**src/rtl/hit_scorer.sv**
```systemverilog
// Scores each lit light exactly once as a hit, miss or wrong press, and keeps the
// saturating score/miss/wrong counters plus the lives counter for the game-over logic.
module hit_scorer #(
    parameter int SCORE_W = 6,
    parameter int LIVES   = 3,
    parameter int LIVES_W = 2
) (
    input  logic               clk_i,
    input  logic               rst_n_i,
    input  logic               clear_i,
    input  logic               enable_i,
    input  logic               use_lives_i,
    input  logic               valid_key_i,
    input  logic [3:0]         key_i,
    input  logic [8:0]         lights_i,
    input  logic [3:0]         light_pos_i,
    output logic [SCORE_W-1:0] score_o,
    output logic [SCORE_W-1:0] misses_o,
    output logic [SCORE_W-1:0] wrong_o,
    output logic [LIVES_W-1:0] lives_left_o,
    output logic               hit_pulse_o,
    output logic               miss_pulse_o,
    output logic               game_over_o
);

    // state      | meaning
    // IDLE       | scoring disabled, counters hold
    // WAIT_LIGHT | no light armed; any key press is a stray (wrong) press
    // ARMED      | a light is lit at armed_pos and not yet resolved
    // RESOLVED   | current light already hit; further presses ignored
    // DONE       | lives exhausted, everything frozen until clear/reset
    typedef enum logic [2:0] {
        IDLE,
        WAIT_LIGHT,
        ARMED,
        RESOLVED,
        DONE
    } state_t;

    localparam logic [SCORE_W-1:0] SCORE_MAX  = {SCORE_W{1'b1}};
    localparam logic [LIVES_W-1:0] LIVES_INIT = LIVES_W'(LIVES);

    state_t               state_q, state_d;
    logic [3:0]           armed_pos_q, armed_pos_d;
    logic [SCORE_W-1:0]   score_q, score_d;
    logic [SCORE_W-1:0]   misses_q, misses_d;
    logic [SCORE_W-1:0]   wrong_q, wrong_d;
    logic [LIVES_W-1:0]   lives_q, lives_d;
    logic                 hit_q, hit_d;
    logic                 miss_q, miss_d;
    logic                 game_over_q, game_over_d;
    logic                 valid_key_q, valid_key_d;
    logic                 lit_q, lit_d;

    logic                 lit;
    logic                 key_edge;
    logic                 on_edge;
    logic                 off_edge;
    logic                 pos_chg;
    logic                 hit_ev;
    logic                 wrong_ev;
    logic                 miss_ev;
    logic [LIVES_W:0]     penalty;
    logic [LIVES_W:0]     lives_ext;

    assign lit      = |lights_i;
    assign key_edge = valid_key_i & ~valid_key_q;
    assign on_edge  = lit & ~lit_q;
    assign off_edge = ~lit & lit_q;
    assign pos_chg  = lit && (light_pos_i != armed_pos_q);

    always_comb begin
        state_d     = state_q;
        armed_pos_d = armed_pos_q;
        score_d     = score_q;
        misses_d    = misses_q;
        wrong_d     = wrong_q;
        lives_d     = lives_q;
        game_over_d = game_over_q;
        valid_key_d = valid_key_i;
        lit_d       = lit;
        hit_ev      = 1'b0;
        wrong_ev    = 1'b0;
        miss_ev     = 1'b0;
        penalty     = '0;
        lives_ext   = {1'b0, lives_q};

        case (state_q)
            IDLE: begin
                if (enable_i) state_d = WAIT_LIGHT;
            end
            WAIT_LIGHT: begin
                if (!enable_i) begin
                    state_d = IDLE;
                end else begin
                    if (on_edge) begin
                        state_d     = ARMED;
                        armed_pos_d = light_pos_i;
                    end
                    wrong_ev = key_edge;
                end
            end
            ARMED: begin
                if (!enable_i) begin
                    state_d = IDLE;
                end else begin
                    // Key is judged against the position armed before this edge,
                    // so a correct press coinciding with the light going off still hits.
                    hit_ev   = key_edge && (key_i == armed_pos_q);
                    wrong_ev = key_edge && !hit_ev;
                    miss_ev  = !hit_ev && (off_edge || pos_chg);
                    if (off_edge) begin
                        state_d = WAIT_LIGHT;
                    end else if (pos_chg) begin
                        armed_pos_d = light_pos_i;
                    end else if (hit_ev) begin
                        state_d = RESOLVED;
                    end
                end
            end
            RESOLVED: begin
                if (!enable_i) begin
                    state_d = IDLE;
                end else if (off_edge) begin
                    state_d = WAIT_LIGHT;
                end else if (pos_chg) begin
                    state_d     = ARMED;
                    armed_pos_d = light_pos_i;
                end
            end
            DONE: begin
            end
            default: state_d = IDLE;
        endcase

        if (hit_ev && (score_q != SCORE_MAX))    score_d  = score_q + 1'b1;
        if (wrong_ev && (wrong_q != SCORE_MAX))  wrong_d  = wrong_q + 1'b1;
        if (miss_ev && (misses_q != SCORE_MAX))  misses_d = misses_q + 1'b1;

        penalty = (LIVES_W+1)'(wrong_ev) + (LIVES_W+1)'(miss_ev);
        if (use_lives_i && (penalty != '0)) begin
            if (lives_ext > penalty) begin
                lives_d = LIVES_W'(lives_ext - penalty);
            end else begin
                lives_d     = '0;
                game_over_d = 1'b1;
                state_d     = DONE;
            end
        end

        hit_d  = hit_ev;
        miss_d = wrong_ev | miss_ev;

        if (clear_i) begin
            state_d     = IDLE;
            armed_pos_d = '0;
            score_d     = '0;
            misses_d    = '0;
            wrong_d     = '0;
            lives_d     = LIVES_INIT;
            game_over_d = 1'b0;
            hit_d       = 1'b0;
            miss_d      = 1'b0;
            valid_key_d = 1'b0;
            lit_d       = 1'b0;
        end
    end

    always_ff @(posedge clk_i or negedge rst_n_i) begin
        if (!rst_n_i) begin
            state_q     <= IDLE;
            armed_pos_q <= '0;
            score_q     <= '0;
            misses_q    <= '0;
            wrong_q     <= '0;
            lives_q     <= LIVES_INIT;
            game_over_q <= 1'b0;
            hit_q       <= 1'b0;
            miss_q      <= 1'b0;
            valid_key_q <= 1'b0;
            lit_q       <= 1'b0;
        end else begin
            state_q     <= state_d;
            armed_pos_q <= armed_pos_d;
            score_q     <= score_d;
            misses_q    <= misses_d;
            wrong_q     <= wrong_d;
            lives_q     <= lives_d;
            game_over_q <= game_over_d;
            hit_q       <= hit_d;
            miss_q      <= miss_d;
            valid_key_q <= valid_key_d;
            lit_q       <= lit_d;
        end
    end

    assign score_o      = score_q;
    assign misses_o     = misses_q;
    assign wrong_o      = wrong_q;
    assign lives_left_o = lives_q;
    assign hit_pulse_o  = hit_q;
    assign miss_pulse_o = miss_q;
    assign game_over_o  = game_over_q;

endmodule
```
**config.mk**
```make
export PLATFORM = sky130hd
export DESIGN_NAME = hit_scorer
export DESIGN_NICKNAME = d
export VERILOG_FILES = /design/src/rtl/hit_scorer.sv
export SDC_FILE = /design/constraint.sdc
export NUM_CORES = 1
export LEC_CHECK = 0
export ABC_AREA = 1
export CAP_MARGIN = 10
export CORE_MARGIN = 1
export CORE_UTILIZATION = 33
export CTS_CLUSTER_SIZE = 14
export DETAILED_ROUTE_END_ITERATION = 8
export DONT_BUFFER_PORTS = 1
export GPL_TIMING_DRIVEN = 0
export MAX_ROUTING_LAYER = met4
export PLACE_DENSITY = 0.56
export RECOVER_POWER = 100
export SYNTH_ARGS = -nofsm -noshare
export SYNTH_HDL_FRONTEND = slang
export SYNTH_SLANG_ARGS = --single-unit
```
**constraint.sdc**
```tcl
create_clock -name clk_i -period 6.2 [get_ports clk_i]
set_input_delay 0.62 -clock clk_i [delete_from_list [all_inputs] [get_ports clk_i]]
set_output_delay 0.62 -clock clk_i [all_outputs]
set_load 0.005 [all_outputs]
```
==> flow_summary.toml <==
[run_status]
status = "finished, final reports clean"

[power]
seqPwrFrac_pct = 50.5
p_comb_share_pct = 8.7
power_leakage_nw = 1.24
switchingPower_w = 0.000104
switching_share_pct = 24.2
ir_drop_uv = 78.3
p_clk_share_pct = 40.7
powerDensity_nw_per_um2 = 188
p_int_w = 0.000327

[logic_synthesis]
seq_area_frac_synth_pct = 37.5
netlist_instances = 284
yosysTopAreaCellShare_pct = 35.0
synth_top_area_cell = "dfrtp_1"
synth_cell_type_count = 34
synthTopCellsByArea = "dfrtp_1, nand2_1, nand3_1, inv_1, nor2_1"
synth_area_sq_um = 2140
ys_ff_latch = 32
syn_nets = 316
ys_warn_count = 0
avgSynthCellArea_sq_um = 7.55

[worst_setup_path]
crit_arrival_ns = 2.89
critPathMaxFanout = 8
crit_path_end_kind = "flop"
r2r_slack_ns = 3.51
cp-start-kind = "flop"
crit_required_ns = 6.41
criticalPathCategory = "reg -> reg"

[sta]
slew_headroom_pct = 64.1
fmax_mhz = 372
rsz0062_at_grt = "no"
worst_slew_pin_slew_ns = 0.539
hold_violations = 0
fin_crit_sh_pct = 43.3
fin_setup_tns_ns = 0
finalSetupViolCount = 0
slew_viol_final = 0
period_minus_slack_ns = 2.69
skew_ns = 0.00399

[cts]
cts_resized = 0
htree_levels = 2
cts_buffer_depth = 2
cts.hold.buffers_added = 0
post-cts-setup-buffers = 0
numCtsBuffers = 5
cts_tree = "built"
clk_latency_ns = 0.28
clk_pin_slew_ns = 0.07
cts.sinks = 32
cts_root_buf = "clkbuf_8"

[drt]
dr.first_iter.drc_count = 48
via_per_inst = 4.85
wl_per_cell_um = 12.3
vias = 1781
first_pass_iters = 4
postRouteAntennaNets = 0
drc = 0
finalWirelength_mm = 4.50

[layout]
fin_area_sq_um = 2290
final_cell_mix = "nand2_1, inv_1, nor2_1, nand3_1, dfrtp_1"
nets = 323
syn_to_final_growth_pct = 6.77
antennaDiodeCount = 0
drive_above_1_share_pct = 9.59
fillers = 654
final_common_cell = "nand2_1"

[die]
design.die.area_sq_um = 6820
row_count = 28
core-area_sq_um = 6100
num_io_pins = 46
chipHeight_um = 82.6
initial_core_util_pct = 35.2
dieWidth_um = 82.6

[place]
dp_hpwl_mm = 3.44
routabilityCongestion = 0.856
placed_area_sq_um = 2240
io_buffers = 0

[global_route]
grt_max_degree = 33
grt_pass1_wl_mm = 7.48
track_usage_pct = 15.3
antenna_found_initial = 0
overflow = 0
grt_pass1_vias = 1588

[min_path]
min_path_type = "in -> async"

[run]
cap_viol_max_count = 0
-- metal layers --
layer	share of wire [%]	routed length, um	GRT usage [%]	vias to the layer above
li1	-	-	-	920
met1	46	2090	19.6	822
met2	48	2150	23.0	34
met3	4.6	205	3.96	5
met4	1.3	57	6.21	0
met5	0	0	-	-
-- per-stage QoR --
step	total power [W]	hold WS (ns)	util (%)	worst slack, ns	instances
2_1_floorplan	0.000254	0.324	-	3.76	284
3_3_place_gp	0.000261	0.325	36.7	3.53	359
3_5_place_dp	0.000262	0.325	36.7	3.49	359
4_1_cts	0.000441	0.0161	38.3	3.71	367
5_1_grt	0.000455	0.00114	37.5	3.26	367
6_report	0.000431	0.0286	37.5	3.51	367
-- power groups by stage --
stage	clock network [W]	registers [W]	logic (W)
2_1_floorplan	0	0.000221	0.0000333
3_3_place_gp	0	0.000222	0.0000396
3_5_place_dp	0	0.000222	0.0000402
4_1_cts	0.000183	0.000218	0.0000405
5_1_grt	0.000193	0.000218	0.0000433
6_report	0.000176	0.000218	0.0000376
-- critical path, stage by stage (launching register included) --
cell and delay, ns:
dfrtp_1 0.45, nor2_4 0.21, nand2_2 0.10, nor2_2 0.13, nand2_4 0.06, nor2_1 0.42, ha_1 0.34, ha_1 0.18
inv_1 0.06, fa_1 0.16, nand2_1 0.08, nand2_1 0.13, o2111ai_1 0.14, a21oi_1 0.14
-- flip-flops by register name (all words and copies together) (netlist names) --
| name | cells |
|---|---|
| valid_key_q | 1 |
| lit_q | 1 |
| lives_left_o | 2 |
| armed_pos_q | 4 |
| state_q | 3 |
| miss_pulse_o | 1 |
| score_o | 6 |
| misses_o | 6 |
| wrong_o | 6 |
| hit_pulse_o | 1 |
| game_over_o | 1 |
-- cells in the mapped netlist --
master,instances
nor2_8,2
nand3_4,1
buf_2,3
nand3b_1,2
o2111ai_1,1
dfstp_2,2
clkbuf_1,1
a22oi_1,1
ha_1,8
dfrtp_1,30
nand4_4,1
nor3b_1,2
a21oi_2,1
inv_2,7
nand2_1,81
buf_1,1
nor4_1,1
xnor2_1,4
o21ai_0,1
xor2_1,6
nor2_4,3
nor2_1,29
nand4_1,14
nand3_2,3
nor2_2,1
inv_1,34
nand3_1,27
fa_1,1
nand2_2,4
nand2_4,2
a31o_2,1
o311ai_0,1
nor3_1,3
a21oi_1,5
-- path summary, 6_finish.rpt --
path | start | end | cells past startpoint
hold reg to reg | game_over_o | game_over_o | 2
min in group clk_i | valid_key_i | valid_key_q | 2
setup reg to reg | state_q[2] | state_q[0] | 13
max in group asynchronous | rst_n_i | lives_left_o[1] | 0
setup / recovery | state_q[2] | state_q[0] | 13
hold / removal | rst_n_i | score_o[0] | 0
-- kinds of logic (layout without fill, tap and decap cells) --
kind of cell    Yosys count  count (layout)  share of synthesized area (%)
xor+xnor                 10              10                           4.09
fa+ha+maj                 9               9                           5.60
compound gates           11              11                           3.39
simple gates            176             176                           41.2
flops                    32              32                           37.5
buf+inv                  46              54                           8.23
-- layout make-up --
type / instances / area (sq um) / area share, %
plain buffers: 5 / 22.5 / 0.984
clock buffers: 8 / 100 / 4.37
inverters: 41 / 154 / 6.73
multi-input cells: 206 / 1110 / 48.7
flip-flops and latches: 32 / 803 / 35.1
well taps: 75 / 93.8 / 4.10
(Power assumes the default switching activity.)
